File: src/rtl/adder16_rr_arbiter.sv
// adder16_rr_arbiter: one shared 16-bit ripple-carry adder serving NREQ
// requesters. A round-robin arbiter picks at most one requester per cycle,
// and its result is held in a single output register behind a valid/ready
// handshake.

// 16-bit ripple-carry adder: a + b + cin, carry out of bit 15.
module adder16 (
    input  logic [15:0] a,
    input  logic [15:0] b,
    input  logic        cin,
    output logic [15:0] sum,
    output logic        cout
);

    // Ripple the carry from bit 0 up to bit 15.
    always_comb begin
        logic carry;
        // NOTE: blocking assignments in combinational logic, so each bit sees
        // the carry produced by the bit below it in the same evaluation.
        carry = cin;
        sum   = '0;
        for (int i = 0; i < 16; i++) begin
            sum[i] = a[i] ^ b[i] ^ carry;
            carry  = (a[i] & b[i]) | (carry & (a[i] ^ b[i]));
        end
        cout = carry;
    end

endmodule

module adder16_rr_arbiter #(
    parameter int NREQ = 4,
    parameter int IDW  = $clog2(NREQ)
) (
    input  logic                 clk,
    input  logic                 rst_n,
    input  logic [NREQ-1:0]      req_valid,
    output logic [NREQ-1:0]      req_ready,
    input  logic [16*NREQ-1:0]   req_a,
    input  logic [16*NREQ-1:0]   req_b,
    output logic                 rsp_valid,
    input  logic                 rsp_ready,
    output logic [IDW-1:0]       rsp_id,
    output logic [15:0]          rsp_sum,
    output logic                 rsp_cout
);

    // Next index in the round-robin order; the last requester wraps to 0
    // explicitly so a non-power-of-two NREQ never lands on an unused index.
    function automatic logic [IDW-1:0] next_idx(input logic [IDW-1:0] x);
        return (x == IDW'(NREQ - 1)) ? '0 : x + IDW'(1);
    endfunction

    logic [IDW-1:0] prio;
    logic [IDW-1:0] winner;
    logic           found;
    logic           slot_free;
    logic           accept;
    logic [15:0]    op_a;
    logic [15:0]    op_b;
    logic [15:0]    add_sum;
    logic           add_cout;

    // The output register can take a new result when empty or being drained.
    assign slot_free = !rsp_valid || rsp_ready;
    // Requests are ignored while reset is held.
    assign accept    = found && slot_free && rst_n;

    // Scan from prio upward (with wrap) for the first valid requester.
    always_comb begin
        logic [IDW-1:0] cand;
        found  = 1'b0;
        winner = '0;
        cand   = prio;
        for (int k = 0; k < NREQ; k++) begin
            if (!found && req_valid[cand]) begin
                found  = 1'b1;
                winner = cand;
            end
            cand = next_idx(cand);
        end
    end

    // One-hot ready toward the winner, only when its result can be stored.
    always_comb begin
        req_ready = '0;
        if (accept) begin
            req_ready[winner] = 1'b1;
        end
    end

    // Route the winner's operand pair to the shared adder.
    always_comb begin
        op_a = '0;
        op_b = '0;
        for (int i = 0; i < NREQ; i++) begin
            if (winner == IDW'(i)) begin
                op_a = req_a[16*i +: 16];
                op_b = req_b[16*i +: 16];
            end
        end
    end

    adder16 u_adder (
        .a    (op_a),
        .b    (op_b),
        .cin  (1'b0),
        .sum  (add_sum),
        .cout (add_cout)
    );

    // Result register and round-robin pointer; prio only moves on acceptance.
    always_ff @(posedge clk or negedge rst_n) begin
        // NOTE: the result fields are reset along with rsp_valid so the
        // response outputs read as zero until the first grant.
        if (!rst_n) begin
            prio      <= '0;
            rsp_valid <= 1'b0;
            rsp_id    <= '0;
            rsp_sum   <= '0;
            rsp_cout  <= 1'b0;
        end else if (accept) begin
            prio      <= next_idx(winner);
            rsp_valid <= 1'b1;
            rsp_id    <= winner;
            rsp_sum   <= add_sum;
            rsp_cout  <= add_cout;
        end else if (rsp_ready) begin
            rsp_valid <= 1'b0;
        end
    end

endmodule

File: config.mk
export PLATFORM = sky130hd
export DESIGN_NAME = adder16_rr_arbiter
export DESIGN_NICKNAME = d
export VERILOG_FILES = /design/src/rtl/adder16_rr_arbiter.sv
export SDC_FILE = /design/constraint.sdc
export NUM_CORES = 1
export LEC_CHECK = 0
export ABC_AREA = 0
export BUFFER_PORTS_ARGS = -buffer_cell sky130_fd_sc_hd__clkbuf_2
export CAP_MARGIN = 10
export CELL_PAD_IN_SITES_DETAIL_PLACEMENT = 1
export CELL_PAD_IN_SITES_GLOBAL_PLACEMENT = 2
export CORE_MARGIN = 4
export CORE_UTILIZATION = 19
export DETAILED_ROUTE_END_ITERATION = 8
export PLACE_DENSITY = 0.82
export SYNTH_ARGS = -nofsm -noshare
export SYNTH_HDL_FRONTEND = slang
export SYNTH_SLANG_ARGS = --single-unit
File: constraint.sdc
create_clock -name clk -period 9.4 [get_ports clk]
set_input_delay 0 -clock clk [delete_from_list [all_inputs] [get_ports clk]]
set_output_delay 0 -clock clk [all_outputs]
set_load 0.03 [all_outputs]
# Word level (Yosys, flattened, before mapping)
# Index checks and enable logic that the tools add are counted.
dict set report word_totals {
  reg_bits 22
  latch_bits 0
  ram_bits 0
  romBits 0
  input_bits 135
  output_inout_bits 24
  wordCells 144
  memories 0
}
dict set report op_classes {
  addsub 4
  n_mul 0
  div 0
  order_cmp 6
  n_eq_ne 6
  shift 0
  mux 33
  bitwise_logic 77
  reduce_logical 13
}
# op n
set ops {}
lappend ops {{$mux W16} 8}
lappend ops {{$and A1 B1 Y1} 31}
lappend ops {{$xor A1 B1 Y1} 31}
lappend ops {{$mux W2} 8}
lappend ops {{$lt A2 B3 Y1 const B} 5}
lappend ops {{$or A1 B1 Y1} 15}
lappend ops {{$mux W1} 11}
lappend ops {{$eq A2 B2 Y1 const B} 5}
lappend ops {{$add A2 B1 Y2 const B} 4}
lappend ops {{$bmux W1 S2} 4}
lappend ops {{$logic_and A1 B1 Y1} 6}
lappend ops {{$logic_not A1 Y1} 4}
lappend ops {{$mux W4} 1}
lappend ops {{$demux W1 S2} 1}
lappend ops {{$eq A2 B1 Y1 const B} 1}
lappend ops {{$ge A2 B1 Y1 const B} 1}
lappend ops {{$logic_not A2 Y1} 1}
lappend ops {{$reduce_bool A2 Y1} 1}
lappend ops {{$logic_or A1 B1 Y1} 1}

# Longest topological paths before layout
dict set report logic_depth {
  ltp_word 48
  ltp_mapped 33
  mapped_depth_nobuf 31
}

# Modules after synthesis
# Synthesis repeated with hierarchy kept, for this count alone.
dict set report hier_totals {
  hier_cells 294
  hier_area_um2 2541.2
}
# module instances cells_each area_each_um2 seq_area_each_um2
set modules_own_cells {}
lappend modules_own_cells {adder16_rr_arbiter 1 268 2183.3 550.5}
lappend modules_own_cells {adder16 1 26 357.8 0.0}

# Least setup slack after synthesis
# Ideal clock, no wire load.
dict set report synth_path {
  kind {register -> register}
  start {register prio[1]}
  end {register rsp_sum[15]}
  t_arrival_ns 8.652
  required_time_ns 9.272
  slack_ns 0.621
  path_stages_with_launch 32
  synth_period_minus_slack_ns 8.779
  cell_sequence {dfrtp_1 > ha_1 > mux4_2 > or3_1 > nand3_1 > inv_1 > ha_1 > clkbuf_1 > nor2_1 > clkbuf_1 > a221o_1 > o21ai_0 > o21ai_0 > ha_1 > fa_1 > fa_1 > fa_1 > inv_1 > fa_1 > fa_1 > fa_1 > fa_1 > fa_1 > fa_1 > fa_1 > fa_1 > fa_1 > fa_1 > fa_1 > inv_1 > fa_1 > mux2_1}
}
dict set report synth_between {
  elab_chain_cells 47
}
# item line_no
set synth_lines {}
lappend synth_lines {{from (decl)} 54} ;# logic [IDW-1:0] prio;
lappend synth_lines {{from (signal assigned)} 123} ;# prio <= next_idx(winner);
lappend synth_lines {{parallel branches: the longest is 11 deep, another holds $add A2 B1 Y2} n/a}
lappend synth_lines {{$mux W2 (*)} 76} ;# if (!found && req_valid[cand]) begin
lappend synth_lines {{via winner[1]} 55} ;# logic [IDW-1:0] winner;
lappend synth_lines {{$logic_not A2 Y1} 97} ;# if (winner == IDW'(i)) begin
lappend synth_lines {{$mux W16 (4 in a row)} 97}
lappend synth_lines {{$and A1 B1 Y1 or $xor A1 B1 Y1 (tied branches)} 24} ;# carry = (a[i] & b[i]) | (carry & (a[i] ^ b[i]));
lappend synth_lines {{$and A1 B1 Y1} 24}
lappend synth_lines {{$or A1 B1 Y1} 24}
lappend synth_lines {{(+20 left out)} n/a}
lappend synth_lines {{$and A1 B1 Y1} 24}
lappend synth_lines {{$or A1 B1 Y1} 24}
lappend synth_lines {{$and A1 B1 Y1} 24}
lappend synth_lines {{$or A1 B1 Y1} 24}
lappend synth_lines {{$and A1 B1 Y1} 24}
lappend synth_lines {{$or A1 B1 Y1} 24}
lappend synth_lines {{$xor A1 B1 Y1 (*)} 23} ;# sum[i] = a[i] ^ b[i] ^ carry;
lappend synth_lines {{via add_sum[15]} 61} ;# logic [15:0] add_sum;
lappend synth_lines {{to (signal assigned)} 126} ;# rsp_sum <= add_sum;
lappend synth_lines {{to (decl)} 44} ;# output logic [15:0] rsp_sum,
# Mark *: on every way through the listed nets, which the timed path passes. The select of a mux whose other input is x is not followed.
# A chain may end at the register's enable or synchronous reset.

# Final worst setup path
# Ends and elaborated chain as after synthesis.

==> results.md <==
• clock sink count: 22
• Critical Path Most Common Cell: fa_1
• top-level port count: 159
• grt ovf: 0
• vias in the first global route: 2987
• level count of the clock H-tree: 1
• final hold violations: 0
• Mapped Cells: 279
• Final setup viols: 0
• global-route wire length before repair: 15100 microns
• critical path peak fanout: 8
• Setup Slack @ Placement: 368 ps
• TritonCTS Buffers: 3
• Final Routed Wirelength: 9370 microns
• data required time at the worst endpoint: 9540 ps
• CP delay by family, top: adder cells
• number of diodes: 0
• YS warnings: 0
• antenna violations before repair: 0
• number of register bits inferred by synthesis: 22
• DIE HEIGHT: 118 microns
• Routed wire per std cell: 16.4 microns
• Slew Viols, Final: 0
• Max Clock Freq: 112 MHz
• Site Rows: 40
• worst skew pair latency: 250 ps
• post-detailed-placement half-perimeter wirelength: 8130 microns
• Post-DRT Antenna Nets: 0
• critical register-to-register path startpoint: prio[1]
• count of input and output buffers: 158
• non-filler cells, final: 571
• CTS Root Buffer Type: clkbuf_16
• placed cell count: 566
• Max Cap Viol: 0
• Die Footprint: 0.0140 sq mm
• run status: finished clean
• period utilization: 94.6%
• transition time at the pin with the least slew margin: 654 ps
• setup tns final: 0 ps
• Detailed Route Iter0 Violations: 105
• Die Wd: 118 microns
• combined buffer and inverter count along the critical path: 3
• crit path capture type: register
• Final Wtd Congestion: 0.826
• CP Data Arrival Time: 9030 ps
• min-delay src: rsp_ready
• Post-Syn Nets: 435
• distinct cell type count after synthesis: 32
• summed instance area of the synthesized netlist: 0.00232 sq mm
• slack of the critical path: 507 ps
• Initial DRT Pass Iterations: 4
• Avg Synthesized Cell Area: 8.31 sq um
• starting utilization of the core area: 19.4%
• cell with the largest stage delay on the worst path: mux4_2
• pin count of the biggest net entering global routing: 38
• number of nets in the finished design: 581
• clock tree from TritonCTS: done
• area of the placeable core: 0.0120 sq mm
• kind of start point of the critical path: register
• maximum single-stage delay on the critical path: 570 ps
• post-route minimum period: 8890 ps
• maximum buffer depth of the clock tree: 2
• DRC viols: 0
• hold crit path type: input pin to register
• area added between synthesis and finish: 45.2%
• worst hold slack after final layout: 92.1 ps
• slack of the worst reg-to-reg path: 510 ps
• clk_skew: 2.06 ps
• number of buffers added for setup after CTS: 0
• Clock transition at path regs: 60 ps
• slew margin rel.: 56.4%
• critical path launch point: prio[1]
• number of vias per cell: 4.67
• share of final-layout standard cells stronger than drive strength 1: 43.9%
• total global-route track usage: 13.1%
• register area share after synthesis: 23.7%
• via count: 2665
• RSZ-0062 raised after global routing: false
• kind of critical path: register to register
-- synthesized netlist by cell type --
library cell  number  area share (%)
a21boi_0           1            0.32
a21oi_1           23             5.0
a221o_1           11             4.7
a221oi_1          22             8.3
a31oi_1            1            0.27
buf_1              2            0.32
buf_2              2            0.43
buf_4              1            0.32
buf_6              2            0.97
clkbuf_1          20             3.2
dfrtp_1           22              24
fa_1              15              13
ha_1               6             3.2
inv_1             10             1.6
mux2_1             2            0.97
mux2_2             8             3.9
mux4_2             3             2.9
nand2_1           26             4.2
nand2b_1           2            0.54
nand3_1            1            0.22
nor2_1            29             4.7
nor2b_1            4             1.1
nor3_1            23             5.0
nor3b_1            1            0.32
nor4_1             1            0.27
nor4b_1            1            0.38
o21ai_0           34             7.3
o221ai_1           2            0.76
o311ai_4           1             1.1
o31ai_1            1            0.32
or2_1              1            0.27
or3_1              1            0.27
-- kinds of logic after synthesis --
| kind of cell | share of synthesized area (%) |
|---|---|
| muxes | 7.77 |
| DFF | 23.7 |
| adders and majority gates | 16.2 |
| and+or+nand+nor | 17.2 |
| AOI/OAI and AO/OA | 28.2 |
| buffers and inverters | 6.91 |
-- registers in the layout (all words and copies together) (netlist names) --
| name | flops |
|---|---|
| rsp_valid | 1 |
| rsp_id | 2 |
| rsp_sum | 16 |
| prio | 2 |
| rsp_cout | 1 |
-- cell type report --
| cell class | count | area [sq um] |
|---|---|---|
| Timing Repair Buffer | 168 | 868 |
| Clock inverter | 1 | 30.0 |
| Fill cell | 1467 | 8600 |
| Inverter | 10 | 37.5 |
| Tap cell | 147 | 184 |
| Clock buffer | 3 | 75.1 |
| Sequential cell | 22 | 551 |
| Multi-Input combinational cell | 220 | 1620 |
-- path summary, 6_finish.rpt --
kind / end / cells past startpoint
setup / recovery: rsp_sum[15] / 29
hold / removal: rsp_valid / 3
setup reg to reg: rsp_sum[15] / 29
hold reg to reg: rsp_sum[10] / 2
max in group asynchronous: rsp_sum[4] / 2
min in group asynchronous: rsp_sum[1] / 2
-- worst reg2reg max path, delay by kind of cell, from the launching register on --
| kind | cells | cell delay, ps |
|---|---|---|
| fa+ha+maj | 18 | 6100 |
| mux | 2 | 850 |
| simple gates | 3 | 720 |
| compound gates | 3 | 440 |
| flops | 1 | 420 |
| buf+inv | 3 | 230 |
-- stage by stage --
stage / instance area (sq um) / utilization (%)
floorplan: 2320 / -
CTS: 3360 / 28.1
global placement: 3240 / 27.1
global route: 3370 / 28.1
finish: 3370 / 28.1
detailed placement: 3240 / 27.1
-- routing by layer --
| metal | global-route usage, % | vias up | routed length [microns] |
|---|---|---|---|
| met1 | 16.3 | 1243 | 4010 |
| met5 | 0 | - | 0 |
| met4 | 3.04 | 0 | 147 |
| met3 | 2.39 | 10 | 491 |
| met2 | 23.6 | 92 | 4720 |
| li1 | - | 1320 | - |
-- cell usage in the layout, fill, tap and decap left out, types with 2 or more instances in the layout --
master,n
dfrtp_1,22
nand2b_1,2
o221ai_1,2
a21oi_1,23
nor3_1,23
clkbuf_16,3
nor2b_1,4
a221o_1,11
inv_1,10
a221oi_1,22
mux2_1,2
ha_2,2
buf_4,9
fa_1,15
mux2_2,8
nor2_1,28
nand2_1,26
mux4_2,3
o21ai_0,34
clkbuf_2,158
ha_1,4
-- what timing repair did --
item                                    in CTS  in global routing
hold endpoints to repair                    22                  0
hold buffers                                 1                  0
gates resized for setup                      0                  2
endpoints found under the setup margin       0                  1
Power is not shown: default switching activity piles up to over one toggle a cycle in this logic, so the estimate is an artifact.
